**src/rtl/canny_frame_controller.sv**
```systemverilog
// Frame sequencer for the Canny edge pipeline: clears the pipeline, streams the
// frame buffer in raster order, then counts NMS outputs until done/timeout/overflow.
module canny_frame_controller #(
    parameter int IMG_W         = 512,
    parameter int IMG_H         = 512,
    parameter int ADDR_W        = 18,
    parameter int EXPECTED_OUT  = (IMG_W - 6) * (IMG_H - 6),
    parameter int DRAIN_TIMEOUT = 4096
) (
    input  logic              clk,
    input  logic              rstN,
    input  logic              start,
    input  logic              abort,
    input  logic              pause,
    output logic              mem_rd_en,
    output logic [ADDR_W-1:0] mem_rd_addr,
    input  logic [7:0]        mem_rd_data,
    output logic              pipe_clr,
    output logic [7:0]        pixel_out,
    output logic              pixel_out_valid,
    input  logic              sink_valid,
    output logic              busy,
    output logic              done,
    output logic              error,
    output logic [ADDR_W:0]   out_count
);

    // state  | meaning
    // IDLE   | waiting for start
    // CLEAR  | one-cycle pipeline clear
    // STREAM | issuing frame buffer reads
    // DRAIN  | all reads issued, waiting for remaining NMS outputs
    // DONE   | one-cycle completion pulse
    typedef enum logic [2:0] {
        S_IDLE,
        S_CLEAR,
        S_STREAM,
        S_DRAIN,
        S_DONE
    } state_t;

    localparam int                TMR_W     = $clog2(DRAIN_TIMEOUT) + 1;
    localparam logic [ADDR_W-1:0] LAST_ADDR = ADDR_W'(IMG_W * IMG_H - 1);
    localparam logic [ADDR_W:0]   EXP_CNT   = (ADDR_W + 1)'(EXPECTED_OUT);
    localparam logic [TMR_W-1:0]  TMR_LIMIT = TMR_W'(DRAIN_TIMEOUT);

    state_t            state_q;
    logic [ADDR_W-1:0] addr_q;
    logic [ADDR_W:0]   cnt_q;
    logic [TMR_W-1:0]  tmr_q;
    logic              err_q;
    logic              clr_q;
    logic              done_q;
    logic              busy_q;
    logic              vld_q;

    logic [ADDR_W:0]   cnt_d;
    logic [TMR_W-1:0]  tmr_d;
    logic              rd_issue;
    logic              overflow;

    assign cnt_d    = cnt_q + 1'b1;
    assign tmr_d    = tmr_q + 1'b1;
    assign overflow = sink_valid && (cnt_q == EXP_CNT);

    // The read strobe follows pause in the same cycle so a paused cycle never issues a read.
    assign rd_issue = (state_q == S_STREAM) && !pause;

    always_ff @(posedge clk or negedge rstN) begin
        if (!rstN) begin
            state_q <= S_IDLE;
            addr_q  <= '0;
            cnt_q   <= '0;
            tmr_q   <= '0;
            err_q   <= 1'b0;
            clr_q   <= 1'b0;
            done_q  <= 1'b0;
            busy_q  <= 1'b0;
            vld_q   <= 1'b0;
        end else begin
            clr_q  <= 1'b0;
            done_q <= 1'b0;
            // A read issued in the abort cycle is discarded so valid drops with busy.
            vld_q  <= rd_issue && !abort;
            case (state_q)
                S_IDLE: begin
                    if (start && !abort) begin
                        state_q <= S_CLEAR;
                        clr_q   <= 1'b1;
                        busy_q  <= 1'b1;
                        err_q   <= 1'b0;
                        cnt_q   <= '0;
                        addr_q  <= '0;
                        tmr_q   <= '0;
                    end
                end
                S_CLEAR: begin
                    if (abort) begin
                        state_q <= S_IDLE;
                        busy_q  <= 1'b0;
                    end else begin
                        state_q <= S_STREAM;
                    end
                end
                S_STREAM: begin
                    if (abort) begin
                        state_q <= S_IDLE;
                        busy_q  <= 1'b0;
                    end else if (overflow) begin
                        state_q <= S_IDLE;
                        busy_q  <= 1'b0;
                        err_q   <= 1'b1;
                    end else begin
                        if (sink_valid) begin
                            cnt_q <= cnt_d;
                        end
                        if (!pause) begin
                            if (addr_q == LAST_ADDR) begin
                                state_q <= S_DRAIN;
                                tmr_q   <= '0;
                            end else begin
                                addr_q <= addr_q + 1'b1;
                            end
                        end
                    end
                end
                S_DRAIN: begin
                    if (abort) begin
                        state_q <= S_IDLE;
                        busy_q  <= 1'b0;
                    end else if (overflow) begin
                        state_q <= S_IDLE;
                        busy_q  <= 1'b0;
                        err_q   <= 1'b1;
                    end else if (sink_valid) begin
                        cnt_q <= cnt_d;
                        tmr_q <= '0;
                        if (cnt_d == EXP_CNT) begin
                            state_q <= S_DONE;
                            busy_q  <= 1'b0;
                            done_q  <= 1'b1;
                        end
                    end else if (cnt_q == EXP_CNT) begin
                        // All outputs arrived while still streaming.
                        state_q <= S_DONE;
                        busy_q  <= 1'b0;
                        done_q  <= 1'b1;
                    end else if (tmr_d == TMR_LIMIT) begin
                        state_q <= S_IDLE;
                        busy_q  <= 1'b0;
                        err_q   <= 1'b1;
                    end else begin
                        tmr_q <= tmr_d;
                    end
                end
                S_DONE: begin
                    state_q <= S_IDLE;
                end
                default: begin
                    state_q <= S_IDLE;
                    busy_q  <= 1'b0;
                end
            endcase
        end
    end

    assign mem_rd_en       = rd_issue;
    assign mem_rd_addr     = addr_q;
    assign pipe_clr        = clr_q;
    assign pixel_out_valid = vld_q;
    assign pixel_out       = vld_q ? mem_rd_data : 8'd0;
    assign busy            = busy_q;
    assign done            = done_q;
    assign error           = err_q;
    assign out_count       = cnt_q;

endmodule
```
**config.mk**
```make
export PLATFORM = sky130hd
export DESIGN_NAME = canny_frame_controller
export DESIGN_NICKNAME = d
export VERILOG_FILES = /design/src/rtl/canny_frame_controller.sv
export SDC_FILE = /design/constraint.sdc
export NUM_CORES = 1
export LEC_CHECK = 0
export CAP_MARGIN = 5
export CELL_PAD_IN_SITES_DETAIL_PLACEMENT = 1
export CELL_PAD_IN_SITES_GLOBAL_PLACEMENT = 1
export CORE_MARGIN = 2
export CORE_UTILIZATION = 30
export DETAILED_ROUTE_END_ITERATION = 8
export GPL_TIMING_DRIVEN = 0
export HOLD_SLACK_MARGIN = 0.1
export PLACE_DENSITY = 0.67
export SLEW_MARGIN = 20
export SYNTH_ARGS = -nofsm -noshare
export SYNTH_HDL_FRONTEND = slang
export SYNTH_SLANG_ARGS = --single-unit
```
**constraint.sdc**
```tcl
create_clock -name clk -period 3.9 [get_ports clk]
set_clock_uncertainty 0.1 [all_clocks]
set_input_delay 0.585 -clock clk [delete_from_list [all_inputs] [get_ports clk]]
set_output_delay 0.585 -clock clk [all_outputs]
set_load 0.005 [all_outputs]
```
== Word level (Yosys, flattened, before mapping) ==
Index checks and enable logic that the tools add are counted.
Widths: inputs -> output; s select.

* Register bits after elaboration: 58
* Bits of input ports: 14
* Output and inout bits: 51
* Logic and storage cells: 125

* Add/sub/neg operators: 3
* Equal/unequal tests: 31
* Multiplexer cells: 64
* Bitwise operators: 1
* Reductions and logical operators: 17

{| class="wikitable"
|+ Operators with widths
! operator !! number
|-
| $mux 13 || 10
|-
| $mux 18 || 5
|-
| $mux 19 || 4
|-
| $pmux 13 s3 || 1
|-
| $eq 19x18->1 const B || 2
|-
| $pmux 19 s2 || 1
|-
| $pmux 18 s2 || 1
|-
| $mux 3 || 11
|-
| $mux 1 || 26
|-
| $ne 2x2->1 const B || 11
|-
| $add 19x1->19 const B || 1
|-
| $add 18x1->18 const B || 1
|-
| $eq 18x18->1 const B || 1
|-
| $ne 3x3->1 const B || 6
|-
| $add 13x1->13 const B || 1
|-
| $eq 13x13->1 const B || 1
|-
| $pmux 3 s4 || 1
|-
| $reduce_and 6->1 || 2
|-
| $reduce_and 10->1 || 1
|-
| $reduce_and 5->1 || 2
|-
| $mux 8 || 1
|-
| $reduce_and 8->1 || 1
|-
| $eq 3x2->1 const B || 2
|-
| $ne 6x6->1 const B || 1
|-
| 16 further kinds || 22
|}

== Depth between registers and ports, before layout ==
* Depth after elaboration: 8
* Mapped depth: 14

== Worst setup path before layout ==
No wires, ideal clock.

* Path kind: reg-to-reg
* From: register cnt_q[4] (netlist: out_count[4])
* To: register cnt_q[14] (netlist: out_count[14])
* Arrival time: 2945 ps
* Required time: 3690 ps
* Path slack: 745 ps
* Stages on the path, launching flop included: 13
* Clock period less this slack: 3155 ps
* Path through: dfrtp_1 > clkbuf_1 > or4_1 > or4_1 > clkbuf_1 > inv_1 > ha_1 > nor2b_1 > a22o_1 > nand2_1 > clkbuf_1 > o21ai_0 > o41ai_1

* Longest elaborated chain between the ends: 5
* Elaborated cells between the ends (all ways): 9
* Those cells by class: add/sub: 1; eq/ne: 2; mux: 4; reduce/logical: 2

{| class="wikitable"
|+ Ends and longest elaborated chain
! what !! line !! text
|-
| start, declared || 49 || <nowiki>logic [ADDR_W:0] cnt_q;</nowiki>
|-
| start signal, assigned || 115 || <nowiki>cnt_q <= cnt_d;</nowiki>
|-
| start signal, assigned || 136 || <nowiki>cnt_q <= cnt_d;</nowiki>
|-
| $add 19x1->19 || 62 || <nowiki>assign cnt_d = cnt_q + 1'b1;</nowiki>
|-
| $mux 19 || 114, 135 ||
|-
| $mux 19 || 109 || <nowiki>end else if (overflow) begin</nowiki>
|-
| $mux 19 || 128 || <nowiki>if (abort) begin</nowiki>
|-
| $pmux 19 s2 || 85 || <nowiki>case (state_q)</nowiki>
|}

Several ways; a longest one is shown, not always the timed one. The select of a mux whose other input is x is not followed.
A chain may end at the register's enable or synchronous reset.

== Worst setup path in the final report ==
Ends and elaborated chain as after synthesis.

==> impl_metrics.py <==
metrics = {
    "clock_network": {
        "htreeDepth": 3,
        "clk_latency_ns": 0.33,
        "root_buffer": "clkbuf_16",
        "clockBufferDepth": 2,
        "cts_tree": "built",
        "clkTransAtPathRegs_ns": 0.05,
        "cts_made_buffers": 9,
        "cts.sinks": 58,
    },
    "logic_synthesis": {
        "synth_compound_area_frac": 0.2261,
        "synth-adder-area-share": 0.02281,
        "syn_area_per_cell_um2": 8.610,
        "yosys-top-cells-area": "dfrtp_1 38%, o21ai_0 5.0%, nor2_1 4.1%",
        "ys_seq_elements": 58,
        "synth_top_family_by_area": "simple AND/OR/NAND/NOR gates",
        "syn_nets": 467,
        "yosysSeqAreaShare": 0.3780,
        "yosys.area_share.simple": 0.2678,
        "synthCells": 446,
        "synth_xor_area_frac": 0.04790,
        "synth_top_area_frac": 0.3780,
        "synthDistinctLibCells": 59,
        "netlist_area_um2": 3840,
        "async_reset_ff_frac": 1.000,
        "ys.flop_type": "dfrtp_1",
        "synth.area.mux_share": 0.01597,
        "synth_top_cell_by_area": "dfrtp_1",
        "synth_edf_count": 0,
        "ys_warn_count": 0,
    },
    "route": {
        "wl_mm": 12.40,
        "drt-initial-drc-count": 191,
        "vias_per_cell": 5.508,
        "drtAntennaViolNets": 0,
        "drc": 0,
        "wl_per_cell_um": 17.74,
        "first_pass_iters": 4,
        "vias": 3850,
    },
    "sta": {
        "grt_setup_unrepaired": "no",
        "setup_ws_ns": 0.2454,
        "finalMaxSlewViolations": 0,
        "slew-limit-headroom": 0.4630,
        "setup_viol": 0,
        "fin_crit_ns": 3.655,
        "hold_viol": 0,
        "period_share": 0.9371,
        "timing.fmax_mhz": 273.6,
        "hold-worst-slack_ns": 0.4217,
        "tightest_slew_ns": 0.8017,
    },
    "final_layout": {
        "syn_to_final_growth_pct": 31.51,
        "utilization": 0.4018,
        "n_antenna_cell": 0,
        "fillCellCount": 1474,
        "final_area_um2": 5050,
        "mostFrequentLayoutCells": "63 x clkdlybuf4s50_1, 58 x dfrtp_1, 42 x nor2_1",
        "nets": 544,
        "drive_gt1_frac": 0.05882,
        "final_common_cell": "clkdlybuf4s50_1",
        "instances_no_fill": 699,
    },
    "worst_setup_path": {
        "worstPathRequired_ns": 4.02,
        "slowest_delay_ns": 0.57,
        "r2r_cells": 12,
        "cp_top_family": "simple AND/OR/NAND/NOR gates",
        "crit_buf_inv": 4,
        "crit_path_top_delay_cell": "or4_1",
        "path_depth": 12,
        "end_kind": "register",
        "startpoint_type": "register",
        "cp_max_fo": 10,
        "path_class": "register to register",
        "critPathArrivalTime_ns": 3.78,
        "path_cells": "clkbuf_1, or4_1, or4_1, clkbuf_1, inv_1, ha_1, nor2b_1, a22o_1, nand2_2, clkbuf_2, o21ai_0, o41ai_1",
    },
    "placed_design": {
        "place_congestion": 0.8253,
        "place_hpwl_mm": 8.969,
        "dp.cells": 683,
        "placed_cell_area_um2": 4721,
        "pre_cts_ws_ns": -0.007453,
        "port_buffers": 64,
    },
    "global_route": {
        "grt-ovfl-total": 0,
        "grt_max_degree": 45,
        "grtUsageTotal": 0.1944,
        "grt_pass1_wl_mm": 20.67,
        "first_global_vias": 4051,
        "antenna_found_initial": 0,
    },
    "pwr": {
        "leakage_uw": 0.002003,
        "power.share.sequential": 0.384,
        "ir_worst_vdd_mv": 0.1481,
        "p_sw_uw": 422.7,
        "combPwrFrac": 0.124,
        "p_int_uw": 1250,
        "p_per_area_nw_per_um2": 331.2,
        "p_clk_frac": 0.493,
        "p_sw_frac": 0.2527,
    },
    "min_path": {
        "holdPathStages": 1,
        "hold_class": "register to register",
    },
    "job": {
        "cap_violations": 0,
    },
    "floorplan": {
        "dieArea_um2": 13720,
        "fp.dieW_um": 117.1,
        "core_um2": 12570,
        "initial_core_util": 0.3055,
        "ios": 65,
        "die_h_um": 117.1,
        "num_rows": 41,
    },
    "run_status": {
        "status": "complete, no violations",
    },
}
-- registers in the layout (all words and copies together), names as in the netlist --
register / cells
pixel_out_valid: 1
busy: 1
state_q: 3
out_count: 19
done: 1
pipe_clr: 1
error: 1
tmr_q: 13
mem_rd_addr: 18
-- path summary, 6_finish.rpt --
check                                         start                     endpoint  slack [ns]
setup / recovery           out_count[4]$_DFFE_PN0P_    out_count[14]$_DFFE_PN0P_        0.25
hold / removal                tmr_q[12]$_DFFE_PN0P_        tmr_q[12]$_DFFE_PN0P_        0.42
setup reg to reg           out_count[4]$_DFFE_PN0P_    out_count[14]$_DFFE_PN0P_        0.25
hold reg to reg               tmr_q[12]$_DFFE_PN0P_        tmr_q[12]$_DFFE_PN0P_        0.42
max in group asynchronous                      rstN    out_count[12]$_DFFE_PN0P_        2.65
min in group asynchronous                      rstN  mem_rd_addr[15]$_DFFE_PN0P_        0.55
-- area by class of cell --
cell class | instances | area [um2] | area share
inverters | 7 | 26.28 | 0.005203
clock inverters | 2 | 35.03 | 0.006938
clock buffers | 13 | 270.3 | 0.05352
well taps | 172 | 215.2 | 0.04262
multi-input cells | 349 | 2241 | 0.4438
plain buffers | 32 | 135.1 | 0.02676
repair buffers | 66 | 675.6 | 0.1338
flip-flops and latches | 58 | 1451 | 0.2874
-- Yosys cell counts, types with 2 or more instances --
| library cell | instances |
|---|---|
| a21o_1 | 3 |
| ha_1 | 7 |
| or2_2 | 3 |
| o211ai_1 | 14 |
| nor2_1 | 42 |
| o2111ai_1 | 5 |
| and4_1 | 8 |
| a21oi_1 | 16 |
| and2_1 | 16 |
| a22o_1 | 2 |
| nor2b_1 | 5 |
| or3_1 | 5 |
| mux2i_1 | 5 |
| nand3b_1 | 3 |
| or4_1 | 5 |
| o311ai_0 | 4 |
| and3_1 | 11 |
| a31oi_1 | 11 |
| o21a_1 | 2 |
| xnor2_1 | 3 |
| xor2_1 | 18 |
| nand2_1 | 26 |
| o31ai_1 | 11 |
| buf_1 | 2 |
| nor3_1 | 14 |
| a2111oi_0 | 2 |
| nand4_1 | 22 |
| nor4_1 | 3 |
| dfrtp_1 | 58 |
| nand2b_1 | 3 |
| nand3_1 | 16 |
| inv_1 | 7 |
| o21ai_0 | 38 |
| clkbuf_1 | 27 |
| o41ai_1 | 3 |
| a41oi_1 | 3 |
-- metal layers --
| layer | GRT usage | up-vias | part of all wire |
|---|---|---|---|
| li1 | - | 1837 | - |
| met1 | 0.2599 | 1919 | 0.48 |
| met2 | 0.3156 | 75 | 0.47 |
| met3 | 0.04171 | 19 | 0.038 |
| met4 | 0.06196 | 0 | 0.016 |
| met5 | 0 | - | 0 |
-- cells by family after synthesis --
kind of cell             Yosys count
multiplexers                       6
XOR/XNOR                          21
AO/OA/AOI/OAI                    128
AND/OR/NAND/NOR                  187
flip-flops                        58
buffers and inverters             39
adder cells (fa/ha/maj)            7
-- stage by stage --
stage	power, uW	setup TNS, ns
floorplan	743.5	0
global placement	847.8	0
detailed placement	857.1	-0.007453
CTS	1696	0
global route	1749	0
finish	1672	0
-- power groups by stage --
stage               clock (uW)  combinational, uW  sequential [uW]
CTS                        847                208              641
floorplan                    0               95.1              648
finish                     824                207              641
global placement             0                197              650
global route               875                229              645
detailed placement           0                206              652
-- what timing repair did --
item,4_1_cts,5_1_grt
endpoints found under the hold margin,14,0
cloned,0,0
buffers inserted,0,0
setup endpoints to repair,5,17
gates resized for setup,1,5
hold buffers,1,0
No activity file was read; power rests on OpenSTA's default activity.
